==> src/rtl/stream_pkg.sv <==
// Shared definitions for the 128-bit stream packer: word geometry, length-width
// helper and the packer state encoding.
package stream_pkg;

    localparam int unsigned WORD_W = 128;
    localparam int unsigned FILL_W = 7;
    localparam int unsigned SUM_W  = 8;

    // Width of a field-length value able to hold 0..dw.
    function automatic int unsigned len_w(input int unsigned dw);
        return $clog2(dw + 1);
    endfunction

    typedef logic [0:0] state_t;
    localparam state_t FILL  = 1'b0;
    localparam state_t FLUSH = 1'b1;

endpackage

==> src/rtl/stream_pack_merge.sv <==
// Combinational merge: masks a field to its length and ORs it above the
// bits already held in the accumulator.
module stream_pack_merge
    import stream_pkg::*;
#(
    parameter int unsigned DATA_WIDTH = 22,
    parameter int unsigned LEN_W      = len_w(DATA_WIDTH)
) (
    input  logic [WORD_W-1:0]            acc,
    input  logic [FILL_W-1:0]            fill,
    input  logic [DATA_WIDTH-1:0]        field_data,
    input  logic [LEN_W-1:0]             field_len,
    output logic [WORD_W+DATA_WIDTH-1:0] comb,
    output logic [SUM_W-1:0]             sum
);

    localparam int unsigned COMB_W = WORD_W + DATA_WIDTH;

    logic [DATA_WIDTH-1:0] masked;

    // Clear every bit at or above field_len.
    always_comb begin
        masked = '0;
        for (int unsigned i = 0; i < DATA_WIDTH; i++) begin
            masked[i] = field_data[i] & (i < 32'(field_len));
        end
    end

    assign comb = COMB_W'(acc) | (COMB_W'(masked) << fill);
    assign sum  = SUM_W'(fill) + SUM_W'(field_len);

endmodule

==> src/rtl/stream_pack.sv <==
// Transmit-side bit packer: concatenates variable-length fields LSB-first into
// 128-bit framed words under a ready/valid handshake on both sides.
module stream_pack
    import stream_pkg::*;
#(
    parameter int unsigned DATA_WIDTH = 22,
    parameter int unsigned LEN_W      = len_w(DATA_WIDTH)
) (
    input  logic                  clk,
    input  logic                  rst_n,
    input  logic                  field_valid,
    input  logic                  field_sop,
    input  logic                  field_eop,
    input  logic [LEN_W-1:0]      field_len,
    input  logic [DATA_WIDTH-1:0] field_data,
    output logic                  field_ready,
    output logic                  valid_out,
    output logic                  sop_out,
    output logic                  eop_out,
    output logic [WORD_W-1:0]     data_out,
    input  logic                  ready_in,
    output logic                  err_out
);

    localparam int unsigned COMB_W = WORD_W + DATA_WIDTH;

    state_t              state,       state_nxt;
    logic [WORD_W-1:0]   acc,         acc_nxt;
    logic [FILL_W-1:0]   fill,        fill_nxt;
    logic                sop_pending, sop_pending_nxt;
    logic                valid_nxt;
    logic                sop_nxt;
    logic                eop_nxt;
    logic                err_nxt;
    logic [WORD_W-1:0]   data_nxt;

    logic                out_free;
    logic                accept;
    logic                sop_eff;
    logic [WORD_W-1:0]   merge_acc;
    logic [FILL_W-1:0]   merge_fill;
    logic [COMB_W-1:0]   comb;
    logic [SUM_W-1:0]    sum;
    logic [WORD_W-1:0]   remainder;

    assign out_free    = !valid_out || ready_in;
    assign field_ready = (state == FILL) && out_free;
    assign accept      = field_valid && field_ready;
    assign sop_eff     = sop_pending || field_sop;

    // A sop restarts the packet, so any partially packed bits are dropped.
    assign merge_acc  = field_sop ? '0 : acc;
    assign merge_fill = field_sop ? '0 : fill;

    stream_pack_merge #(
        .DATA_WIDTH (DATA_WIDTH),
        .LEN_W      (LEN_W)
    ) u_merge (
        .acc        (merge_acc),
        .fill       (merge_fill),
        .field_data (field_data),
        .field_len  (field_len),
        .comb       (comb),
        .sum        (sum)
    );

    assign remainder = WORD_W'(comb[COMB_W-1:WORD_W]);

    // Next-state, accumulator and output-word decode.
    always_comb begin
        state_nxt       = state;
        acc_nxt         = acc;
        fill_nxt        = fill;
        sop_pending_nxt = sop_pending;
        valid_nxt       = valid_out && !ready_in;
        sop_nxt         = sop_out;
        eop_nxt         = eop_out;
        data_nxt        = data_out;
        err_nxt         = 1'b0;

        case (state)
            FILL: begin
                if (accept) begin
                    if (field_sop && (fill != '0)) begin
                        err_nxt = 1'b1;
                    end
                    sop_pending_nxt = sop_eff;
                    if (!field_eop && (sum < SUM_W'(WORD_W))) begin
                        acc_nxt  = comb[WORD_W-1:0];
                        fill_nxt = FILL_W'(sum);
                    end else if (!field_eop) begin
                        valid_nxt       = 1'b1;
                        data_nxt        = comb[WORD_W-1:0];
                        sop_nxt         = sop_eff;
                        eop_nxt         = 1'b0;
                        sop_pending_nxt = 1'b0;
                        acc_nxt         = remainder;
                        fill_nxt        = FILL_W'(sum - SUM_W'(WORD_W));
                    end else if (sum <= SUM_W'(WORD_W)) begin
                        valid_nxt       = 1'b1;
                        data_nxt        = comb[WORD_W-1:0];
                        sop_nxt         = sop_eff;
                        eop_nxt         = 1'b1;
                        sop_pending_nxt = 1'b0;
                        acc_nxt         = '0;
                        fill_nxt        = '0;
                    end else begin
                        // Packet tail spills past this word; finish it from FLUSH.
                        valid_nxt       = 1'b1;
                        data_nxt        = comb[WORD_W-1:0];
                        sop_nxt         = sop_eff;
                        eop_nxt         = 1'b0;
                        sop_pending_nxt = 1'b0;
                        acc_nxt         = remainder;
                        fill_nxt        = FILL_W'(sum - SUM_W'(WORD_W));
                        state_nxt       = FLUSH;
                    end
                end
            end
            FLUSH: begin
                if (out_free) begin
                    valid_nxt = 1'b1;
                    data_nxt  = acc;
                    sop_nxt   = 1'b0;
                    eop_nxt   = 1'b1;
                    acc_nxt   = '0;
                    fill_nxt  = '0;
                    state_nxt = FILL;
                end
            end
            default: begin
                state_nxt = FILL;
            end
        endcase
    end

    // State and output registers.
    always_ff @(posedge clk) begin
        if (!rst_n) begin
            state       <= FILL;
            acc         <= '0;
            fill        <= '0;
            sop_pending <= 1'b0;
            valid_out   <= 1'b0;
            sop_out     <= 1'b0;
            eop_out     <= 1'b0;
            data_out    <= '0;
            err_out     <= 1'b0;
        end else begin
            state       <= state_nxt;
            acc         <= acc_nxt;
            fill        <= fill_nxt;
            sop_pending <= sop_pending_nxt;
            valid_out   <= valid_nxt;
            sop_out     <= sop_nxt;
            eop_out     <= eop_nxt;
            data_out    <= data_nxt;
            err_out     <= err_nxt;
        end
    end

    len_legal: assert property (@(posedge clk) disable iff (!rst_n)
        (field_valid && field_ready) |-> (32'(field_len) <= DATA_WIDTH));

endmodule

==> config.mk <==
export PLATFORM = sky130hd
export DESIGN_NAME = stream_pack
export DESIGN_NICKNAME = d
export VERILOG_FILES = /design/src/rtl/stream_pkg.sv /design/src/rtl/stream_pack_merge.sv /design/src/rtl/stream_pack.sv
export SDC_FILE = /design/constraint.sdc
export NUM_CORES = 1
export LEC_CHECK = 0
export CORE_UTILIZATION = 30
export DETAILED_ROUTE_END_ITERATION = 6
export GPL_ROUTABILITY_DRIVEN = 0
export PLACE_DENSITY = 0.5
export REMOVE_ABC_BUFFERS = 1
export SLEW_MARGIN = 20
export SYNTH_ARGS = -nofsm -noshare
export SYNTH_HDL_FRONTEND = slang
export SYNTH_SLANG_ARGS = --single-unit
export TNS_END_PERCENT = 1
==> constraint.sdc <==
create_clock -name clk -period 5.6 [get_ports clk]
set_input_delay 0.56 -clock clk [delete_from_list [all_inputs] [get_ports clk]]
set_output_delay 0.56 -clock clk [all_outputs]
set_load 0.05 [all_outputs]
# Word-level counts from Yosys, hierarchy flattened
# Index checks and enable logic that the tools add are counted.
# word_totals
in_bits	33
register_bits	269
# op_classes
n_mux	40
bitwise_logic	26
n_reduce_logical	15
addsub	2
magnitude_cmp	24
n_eq_ne	3
shift	1
# op_table
cell	n
$mux 128	7
$pmux 128 s2	2
$or 128x150->150	1
$shl 22x7->150	1
$mux 22	2
$mux 7	6
$lt 4x5->1 const A	8
$lt 5x5->1 const A	6
$and 1x1->1	22
$lt 3x5->1 const A	4
$mux 1	18
$pmux 7 s2	1
$lt 1x5->1 const A	2
$lt 2x5->1 const A	2
$add 7x5->8	1
$le 8x8->1 const B	1
$lt 8x8->1 const B	1
$pmux 1 s2	4
$reduce_bool 7->1	1
$sub 7x1->7 const B	1
$logic_and 1x1->1	5
$ne 2x2->1 const B	2
$reduce_and 2->1	2
$logic_not 1->1	3
other kinds (5)	8

# Logic depth before layout (Yosys ltp)
# Gate-level depths: netlist of run 1.
# logic_depth
word_depth	9
depth_mapped	17
ltp_nobuf	13

# Cells and area by module
# A second synthesis of run 1 with hierarchy kept.
# unflattened
cells_unflattened	2075
area_unflattened_um2	17284.1
# modules_own_cells
module	instances	seq_area_each_um2	area_each_um2	cells_per_inst
stream_pack	1	5385.2	13376.6	1495
stream_pack_merge	1	0.0	3907.5	580

# Worst setup path after synthesis of run 1
# No wires, ideal clock.
# synth_timing
path_type	input -> register
from	input field_sop
to	register acc[92]
setup_ps	76
path_buffers	5
t_arrival_ps	3996
stages	17
slack_ps	1528
path_cell_list	clkbuf_1 -> clkinv_1 -> nand2_1 -> clkinv_1 -> clkbuf_1 -> clkbuf_1 -> ha_1 -> a21oi_1 -> o31ai_1 -> o21ai_1 -> and2_1 -> nand2_1 -> o21ai_1 -> clkbuf_1 -> clkbuf_1 -> nand2_1 -> o21ai_0
# synth_between
elab_chain_len	7
# synth_lines
item	line_no	source
start: declaration	stream_pack.sv:12	input logic field_sop,
$mux 7	stream_pack.sv:53	assign merge_fill = field_sop ? '0 : fill;
$add 7x5->8	stream_pack_merge.sv:30	assign sum = SUM_W'(fill) + SUM_W'(field_len);
$lt 8x8->1	stream_pack.sv:88	if (!field_eop && (sum < SUM_W'(WORD_W))) begin
$logic_and 1x1->1	stream_pack.sv:88	
$mux 128 *	stream_pack.sv:88	
$mux 128 *	stream_pack.sv:83	if (accept) begin
$pmux 128 s2 *	stream_pack.sv:81	case (state)
end signal: assignment	stream_pack.sv:151	acc <= acc_nxt;
end: declaration	stream_pack.sv:28	logic [WORD_W-1:0] acc, acc_nxt;
# Every way passes the cells marked *; elsewhere a longest branch is shown, timed or not. The select of a mux whose other input is x is not followed.
# A chain may end at the register's enable or synchronous reset.

# Worst setup path in the final report of run 1
# layout_timing
from	register fill[2]
to	register data_out[71]
# layout_between
elab_chain_len	6
# layout_lines
item	line_no	source
start: declaration	stream_pack.sv:29	logic [FILL_W-1:0] fill, fill_nxt;
start signal: assignment	stream_pack.sv:152	fill <= fill_nxt;
$mux 7 *	stream_pack.sv:53	
$add 7x5->8 or $shl 22x7->150 (tied branches)	stream_pack_merge.sv:30, stream_pack_merge.sv:29	
$lt 8x8->1 or $or 128x150->150 (tied branches)	stream_pack.sv:88, stream_pack_merge.sv:29	
$logic_and 1x1->1 or $mux 128 (tied branches)	stream_pack.sv:88	
$ne 2x2->1 (no line) or $mux 128 (tied branches)	n/a	
$reduce_and 3->1 (no line) or $pmux 128 s2 (tied branches)	n/a	
end signal: assignment	stream_pack.sv:157	data_out <= data_nxt;
end: declaration	stream_pack.sv:20	output logic [WORD_W-1:0] data_out,
# Marked as above.

==> run_results.csv, run 1 <==
group,metric,value,unit
sta,setup_ws,1.02,ns
clock_tree,cts_max_level,1,
worst_setup_path,cp_max_fo,19,
sta,fmax,218,MHz
yosys,avgSynthCellArea,8.05,um2
yosys,async_flop_share,0,%
yosys,muxShareOfSynthArea,1.62,%
placement,portBuffers,165,
sta,fin_skew,0.0373,ns
hold_path,min_to,"acc[105]$_SDFFE_PN0P_",
hold_path,hold_start,"acc[105]$_SDFFE_PN0P_",
die,dieWidth,216,um
sta,fin_crit_sh,81.9,%
cells_and_area,finalInstanceArea,17100,um2
yosys,synth_compound_area_share,34.4,%
sta,setup_violations,0,
run_status,status,"complete, no violations",
clock_tree,cts_tree,"yes",
worst_setup_path,r2r_start,"fill[2]$_SDFFE_PN0P_",
yosys,synth-xor-area-share,0.191,%
placement,pre_cts_ws,0.460,ns
pwr,power,0.00481,W
cells_and_area,area_delta_synth_final,24.4,%
detailed_routing,drc,0,
yosys,yosysSeqAreaShare,39.2,%
die,io_pins,166,
worst_setup_path,r2r_slack,1.02,ns
job,maxCapViolCount,0,
detailed_routing,via_per_inst,6.13,
grt,grt_pass1_wl,93.5,mm
yosys,yosys.area_share.simple,18.8,%
grt,track_usage,26.1,%
yosys,syn_inst,1705,
pwr,power_density,282,nW/um2
yosys,ys_warn_count,0,
grt,antenna_found_initial,0,
sta,maxSlewViolCount,0,
grt,grt_max_degree,112,
clock_tree,clkTransAtPathRegs,0.06,ns
detailed_routing,dr.pass1.iters,6,
cells_and_area,final_layout_size_suffix_gt1_share,8.61,%
yosys,synth_fa_ha_area_share,0.665,%
die,rows,78,
worst_setup_path,reg2regPathDepth,8,
detailed_routing,dr_total_vias,14943,
die,core,45300,um2
sta,final_hold_viol_count,0,
grt,overflow,0,
yosys,synth_top_family_by_area,"compound AO/OA/AOI/OAI gates",
hold_path,whs_path_depth,2,
cells_and_area,nets,1856,
clock_tree,holdBufCountCts,0,
clock_tree,clock_sinks,269,
hold_path,hold_class,"reg2reg",
worst_setup_path,cp.arrival,5.07,ns
die,chipHeight,216,um
detailed_routing,postRouteAntennaNets,0,
yosys,synth_area,13700,um2
worst_setup_path,start_kind,"register",
detailed_routing,drtIter0Drc,2015,
yosys,synth_edf_count,0,
placement,dp.final_hpwl,42.9,mm
sta,fin_crit,4.58,ns
clock_tree,cts-root-buf,"clkbuf_16",
sta,worst_slew_pin_slew,1.06,ns
yosys,synth-seq-cells,269,
clock_tree,post_cts_buffers,0,
worst_setup_path,required,6.08,ns
worst_setup_path,worstSetupPathType,"reg2reg",
detailed_routing,wl_per_cell,25.4,um
die,die_area,46600,um2
placement,dpl_cell_area,16100,um2
sta,rsz0062_at_grt,"no",
sta,max-slew-margin-rel,29.3,%
detailed_routing,wirelength,61.8,mm
clock_tree,cts_buffers,30,
grt,grt_pass1_vias,14056,
clock_tree,cts_max_path_buffers,3,
pwr,peakVddDrop,0.203,mV
worst_setup_path,r2r-end,"data_out[71]$_SDFFE_PN0P_",
cells_and_area,diodes,0,
die,start_util,30.3,%
yosys,ys.flop_type,"dfxtp_1",
yosys,synth_cell_types,97,
cells_and_area,fill_cells,4699,
clock_tree,ctsResizeCount,0,
clock_tree,clk_latency,0.61,ns
worst_setup_path,worstSetupEndpointType,"register",
pwr,leakagePower,6.10,nW
-- state kept, by name (all words and copies together) (netlist names) --
register and flops:
acc 128, data_out 128, eop_out 1, err_out 1
fill 7, sop_out 1, sop_pending 1, state 1
valid_out 1
-- worst max-delay path: stages, from the launching register on --
cell	delay (ns)
dfxtp_1	0.80
nand2b_1	0.56
a211oi_1	0.42
o21ai_1	0.27
nand2_1	0.36
o21ai_4	0.10
nor2_1	0.81
nand2_1	0.73
o221ai_1	0.42
-- layout make-up --
type	instances	area (um2)	area share (%)
flip-flops and latches	269	5390	31.5
clock inverters	7	114	0.667
clock buffers	43	870	5.09
multi-input cells	1262	7690	45.1
well taps	600	751	4.40
repair buffers	227	2160	12.6
inverters	28	105	0.615
-- power breakdown --
group,internal [W],total [W],switching (W)
registers,0.00196,0.00200,0.0000378
logic,0.000235,0.000804,0.000569
clock network,0.00116,0.00201,0.000847
-- per-stage QoR --
stage,hold WS [ns],instances,TNS [ns],utilization [%]
floorplan,0.417,1559,-401.62,-
global placement,0.425,2386,0,35.5
detailed placement,0.434,2386,0,35.5
CTS,0.447,2436,0,37.7
global route,0.474,2436,0,37.7
finish,0.444,2436,0,37.7
-- layer usage --
metal  up-vias  global-route usage, %  share of wire, %
li1       6708                      -                 -
met1      7227                   37.1                44
met2       860                   39.1                43
met3       148                   3.96               9.0
met4         0                   10.6               4.4
met5         -                      0                 0
-- kinds of logic (layout without fill, tap and decap cells) --
kind of cell,Yosys count,after routing
AOI/OAI and AO/OA,682,682
and+or+nand+nor,550,550
DFF,269,269
buffers and inverters,174,305
muxes,20,20
adders and majority gates,7,7
xor gates and xnor gates,3,3
-- worst max-delay path by stage --
stage	startpoint	to	slack (ns)	depth (start not counted)
4_1_cts	fill[2]$_SDFFE_PN0P_	data_out[42]$_SDFFE_PN0P_	0.93	8
2_1_floorplan	field_sop	data_out[37]$_SDFFE_PN0P_	-3.66	12
3_5_place_dp	field_len[2]	data_out[75]$_SDFFE_PN0P_	0.46	9
5_1_grt	fill[2]$_SDFFE_PN0P_	data_out[74]$_SDFFE_PN0P_	0.77	8
3_3_place_gp	field_len[2]	data_out[75]$_SDFFE_PN0P_	0.74	9
6_report	fill[2]$_SDFFE_PN0P_	data_out[71]$_SDFFE_PN0P_	1.02	8
-- cells in the final DEF, fill, tap and decap left out, types with 34 or more instances in the layout --
cell type and instances:
buf_4 59, clkdlybuf4s50_1 163, a221oi_1 39, nor3_1 39
nand3_1 67, nand2_1 168, o21ai_0 176, a22oi_1 34
nor2_1 150, dfxtp_1 269, a21oi_1 126
-- Yosys cell counts, types with 18 or more instances --
master	number	area share (%)
nand3_1	67	2.4
nor2_1	150	4.1
a22o_1	27	1.7
clkbuf_1	114	3.1
a222oi_1	18	1.3
a21oi_1	127	4.6
nand2_1	169	4.6
and3_1	22	1.0
a221oi_1	39	2.5
inv_1	23	0.63
a22oi_1	34	1.9
o221ai_1	24	1.5
o21ai_0	177	6.5
nor3_1	40	1.5
o211a_1	20	1.5
or3_1	23	1.0
dfxtp_1	269	39
o22ai_1	28	1.3
(Power assumes the default switching activity.)
==> run 2, diff against run 1 <==
PLACE_DENSITY = 0.52   (was 0.5)
clock period = 4.15 ns   (was 5.6 ns; I/O delays follow)
==> run_results.csv, run 2 (same netlist as run 1, synthesis figures left out) <==
group,metric,value,unit
placement,pre_cts_ws,0.115,ns
detailed_routing,drtIter0Drc,1806,
grt,grtUsageMet2,38.6,%
clock_tree,clk_latency,0.59,ns
cells_and_area,diodes,0,
sta,fin_crit,3.66,ns
cells_and_area,area_delta_synth_final,27.8,%
worst_setup_path,worstSetupEndpointType,"register",
grt,grt_max_degree,77,
worst_setup_path,start_kind,"input port",
grt,grtUsageMet3,5.12,%
die,io_pins,166,
cells_and_area,final_layout_size_suffix_gt1_share,11.7,%
clock_tree,holdBufCountCts,0,
die,rows,78,
clock_tree,ctsResizeCount,0,
cells_and_area,final_common_cell,"dfxtp_1",
grt,track_usage,25.6,%
clock_tree,post_cts_buffers,0,
placement,dp.final_hpwl,43.5,mm
detailed_routing,wl_per_cell,24.4,um
detailed_routing,via_per_inst,6.04,
detailed_routing,dr.pass1.iters,6,
worst_setup_path,cp.arrival,4.11,ns
clock_tree,clock_sinks,269,
sta,worst_slew_pin_slew,1.21,ns
sta,setup_ws,0.489,ns
sta,fin_crit_sh,88.2,%
hold_path,hold_start,"rst_n",
pwr,power_density,375,nW/um2
sta,fin_skew,0.0199,ns
worst_setup_path,r2r-end,"data_out[72]$_SDFFE_PN0P_",
cells_and_area,mostFrequentLayoutCells,"dfxtp_1 (269), o21ai_0 (176), nand2_1 (168), clkdlybuf4s50_1 (163), nor2_1 (150)",
cells_and_area,final_util,38.7,%
hold_path,hold_class,"in2reg",
grt,antenna_found_initial,2,
sta,whs,0.313,ns
cells_and_area,nets,1914,
die,core,45300,um2
grt,grt_pass1_wl,92.5,mm
detailed_routing,wirelength,61.1,mm
clock_tree,cts-root-buf,"clkbuf_16",
sta,setup_violations,0,
grt,overflow,0,
detailed_routing,dr_total_vias,15106,
die,start_util,30.3,%
sta,final_hold_viol_count,0,
worst_setup_path,reg2regPathDepth,9,
sta,rsz0062_at_grt,"no",
die,die_area,46600,um2
grt,busiest_layer,"met2",
die,dieWidth,216,um
placement,portBuffers,165,
pwr,peakVddDrop,0.314,mV
grt,grt_pass1_vias,14230,
clock_tree,cts_buffers,31,
detailed_routing,postRouteAntennaNets,0,
die,chipHeight,216,um
clock_tree,clkTransAtPathRegs,0.06,ns
clock_tree,cts_tree,"yes",
run_status,status,"complete, no violations",
hold_path,whs_path_depth,2,
grt,grt_use_met1,35.8,%
worst_setup_path,cp_max_fo,19,
sta,maxSlewViolCount,0,
sta,max-slew-margin-rel,18.9,%
clock_tree,cts_max_level,1,
pwr,leakagePower,6.39,nW
hold_path,min_to,"data_out[113]$_SDFFE_PN0P_",
detailed_routing,drc,0,
cells_and_area,reg.largest.list,"acc (128), data_out (128), fill (7)",
sta,setup_tns,0,ns
placement,dpl_cell_area,16500,um2
worst_setup_path,required,4.60,ns
worst_setup_path,r2r_slack,0.60,ns
worst_setup_path,r2r_start,"fill[1]$_SDFFE_PN0P_",
clock_tree,cts_max_path_buffers,3,
cells_and_area,finalInstanceArea,17500,um2
job,maxCapViolCount,0,
worst_setup_path,worstSetupPathType,"in2reg",
sta,fmax,273,MHz
-- run 2: cell count changes in the layout (fill, tap and decap cells not counted), sizes merged --
cell / delta
clkbuf: -3
buf: +57
inv: +2
clkinvlp: +2
clkinv: +7
-- run 2: how the worst max path moves through the flow --
stage | from | end | slack (ns) | depth (start not counted)
finish | field_len[3] | data_out[72]$_SDFFE_PN0P_ | 0.49 | 9
global route | fill[1]$_SDFFE_PN0P_ | acc[5]$_SDFFE_PN0P_ | 0.49 | 11
CTS | field_len[3] | data_out[72]$_SDFFE_PN0P_ | 0.72 | 9
detailed placement | field_len[3] | data_out[72]$_SDFFE_PN0P_ | 0.11 | 9
global placement | field_len[3] | data_out[72]$_SDFFE_PN0P_ | 0.14 | 9
floorplan | field_sop | data_out[37]$_SDFFE_PN0P_ | -4.96 | 12
-- run 2: layout make-up --
cell class,count,area [um2]
tap,600,751
timing repair buffer,284,2600
fill,4695,27700
inverter,28,105
clock buffer,40,850
clock inverter,18,168
multi-input combinational,1262,7680
sequential,269,5390
-- run 2: where the power goes --
part | switching, W | internal [W]
Sequential | 0.0000425 | 0.00265
Combinational | 0.000778 | 0.000349
Clock | 0.00118 | 0.00158
Total | 0.00200 | 0.00457
-- run 2: per-stage QoR --
step	total power [W]	std cells
after floorplan	0.00333	1559
after global placement	0.00384	2443
after detailed placement	0.00385	2443
after CTS	0.00659	2501
after global routing	0.00680	2501
final	0.00657	2501
-- run 2: worst max-delay path, stage by stage --
cell and delay [ns]:
clkdlybuf4s50_1 0.51, buf_4 0.26, o311ai_1 0.45, nor2_1 0.10, or2_1 0.28, a221oi_1 0.73, mux2i_1 0.54, a221oi_1 0.61
o221ai_1 0.21
-- run 2: layer usage --
metal | part of all wire, % | vias up
met3 | 9.3 | 166
met2 | 43 | 853
met4 | 3.9 | 4
met5 | 0.039 | -
li1 | - | 6828
met1 | 43 | 7255
==> run 3, diff against run 2 <==
CELL_PAD_IN_SITES_DETAIL_PLACEMENT = 2   (was unset)
CELL_PAD_IN_SITES_GLOBAL_PLACEMENT = 2   (was unset)
PLACE_DENSITY = 0.78   (was 0.52)
==> run_results.csv, run 3 (same netlist as run 1, synthesis figures left out) <==
group,metric,value,unit
die,rows,78,
die,dieWidth,216,um
detailed_routing,wl_per_cell,28.1,um
worst_setup_path,cp_max_fo,36,
detailed_routing,via_per_inst,6.29,
placement,dp.final_hpwl,50.6,mm
cells_and_area,fill_cells,5150,
cells_and_area,multi_input_comb_area,7690,um2
clock_tree,cts-root-buf,"clkbuf_16",
worst_setup_path,cp_num_cells,12,
clock_tree,cts_max_level,1,
detailed_routing,postRouteAntennaNets,0,
pwr,leakagePower,6.40,nW
cells_and_area,nets,1911,
clock_tree,cts_tree,"yes",
sta,setup_violations,0,
pwr,power,0.00671,W
grt,track_usage,29.4,%
worst_setup_path,cp.arrival,4.44,ns
worst_setup_path,endpoint,"data_out[71]$_SDFFE_PN0P_",
detailed_routing,drtIter0Drc,1276,
die,io_pins,166,
cells_and_area,reg.largest.list,"acc (128), data_out (128), fill (7)",
detailed_routing,drc,0,
clock_tree,ctsResizeCount,0,
grt,overflow,0,
die,die_area,46600,um2
worst_setup_path,required,4.65,ns
worst_setup_path,critical-path-top-delay-family,"compound AO/OA/AOI/OAI gates",
clock_tree,cts_max_path_buffers,3,
sta,fin_crit,3.94,ns
detailed_routing,wirelength,70.1,mm
placement,dpl.cell_count,2441,
cells_and_area,mostFrequentLayoutCells,"dfxtp_1 (269), o21ai_0 (176), nand2_1 (168), clkdlybuf4s50_1 (163), nor2_1 (150)",
cells_and_area,diodes,0,
clock_tree,post_cts_buffers,0,
die,core,45300,um2
clock_tree,clk_latency,0.59,ns
sta,maxSlewViolCount,0,
die,start_util,30.3,%
worst_setup_path,crit_top_cell,"buf_4",
run_status,status,"complete, no violations",
clock_tree,cts_buffers,30,
sta,fin_skew,0.0258,ns
sta,max-slew-margin-rel,29.8,%
sta,worst_slew_pin_slew,1.05,ns
clock_tree,clock_sinks,269,
worst_setup_path,crit_start,"fill[1]$_SDFFE_PN0P_",
cells_and_area,final_common_cell,"dfxtp_1",
sta,final_hold_viol_count,0,
worst_setup_path,worstSetupEndpointType,"register",
sta,rsz0062_at_grt,"no",
worst_setup_path,r2r_slack,0.21,ns
cells_and_area,seqCellArea,5390,um2
job,maxCapViolCount,0,
grt,grt_pass1_wl,105,mm
hold_path,hold_class,"in2reg",
detailed_routing,dr_total_vias,15683,
worst_setup_path,reg2regPathDepth,12,
cells_and_area,stdcell_count,2495,
worst_setup_path,r2r-end,"data_out[71]$_SDFFE_PN0P_",
die,chipHeight,216,um
pwr,power_density,382,nW/um2
grt,grt_max_degree,55,
worst_setup_path,crit_chain,"nor2b_1 -> ha_1 -> a21oi_1 -> a211oi_1 -> o21ai_1 -> buf_4 -> nand2_1 -> o21ai_4 -> buf_4 -> buf_4 -> nand3_1 -> o221ai_1",
grt,antenna_found_initial,0,
sta,fmax,254,MHz
sta,fin_crit_sh,95.0,%
clock_tree,holdBufCountCts,0,
detailed_routing,dr.pass1.iters,5,
worst_setup_path,start_kind,"register",
worst_setup_path,cpMaxStageDelayCell,"dfxtp_1",
grt,grt_pass1_vias,16278,
cells_and_area,final_layout_size_suffix_gt1_share,11.4,%
worst_setup_path,worstSetupPathType,"reg2reg",
placement,portBuffers,165,
worst_setup_path,worst-path-buf-inv,3,
worst_setup_path,r2r_start,"fill[1]$_SDFFE_PN0P_",
pwr,peakVddDrop,0.266,mV
worst_setup_path,slowest_delay,0.73,ns
clock_tree,clkTransAtPathRegs,0.06,ns
cells_and_area,area_delta_synth_final,27.8,%
[run 3: cell types whose count changed in the layout (fill, tap and decap cells not counted), sizes merged]
cell,delta
inv,-3
buf,-2
clkbuf,+3
bufinv,+2
clkinvlp,-2
clkinv,-4
[run 3: power breakdown]
part           switching (W)  total, W  internal (W)
clock                0.00114   0.00285       0.00171
combinational       0.000817   0.00116      0.000344
sequential         0.0000508   0.00270       0.00265
[run 3: how the worst min path moves through the flow]
stage,from,end,depth (start not counted)
2_1_floorplan,acc[102]$_SDFFE_PN0P_,acc[102]$_SDFFE_PN0P_,2
3_3_place_gp,acc[105]$_SDFFE_PN0P_,acc[105]$_SDFFE_PN0P_,2
3_5_place_dp,acc[104]$_SDFFE_PN0P_,acc[104]$_SDFFE_PN0P_,2
4_1_cts,rst_n,data_out[124]$_SDFFE_PN0P_,2
5_1_grt,rst_n,data_out[21]$_SDFFE_PN0P_,2
6_report,rst_n,data_out[124]$_SDFFE_PN0P_,2
[run 3: final cells by class]
class	instances	share of cell area, %
Clock buffer	43	5.02
Clock inverter	11	0.884
Inverter	28	0.599
Multi-Input combinational cell	1262	43.8
Sequential cell	269	30.7
Tap cell	600	4.28
Timing Repair Buffer	282	14.7
[run 3: through the flow]
stage	utilization, %	area [um2]	hold slack, ns	setup slack, ns	setup TNS, ns
final	38.8	17500	0.397	0.208	0
after global placement	36.5	16500	0.425	0.289	0
after CTS	38.7	17500	0.362	0.243	0
after global routing	38.8	17500	0.395	0.0244	0
after detailed placement	36.5	16500	0.449	0.234	0
after floorplan	-	13100	0.417	-4.96	-673.81
[run 3: metal layers]
layer	GRT usage (%)	wire (um)	vias to the layer above
met5	0	0	-
met4	12.6	3190	0
met3	4.57	5400	192
met2	47.5	31800	727
met1	38.8	29800	7974
li1	-	-	6790
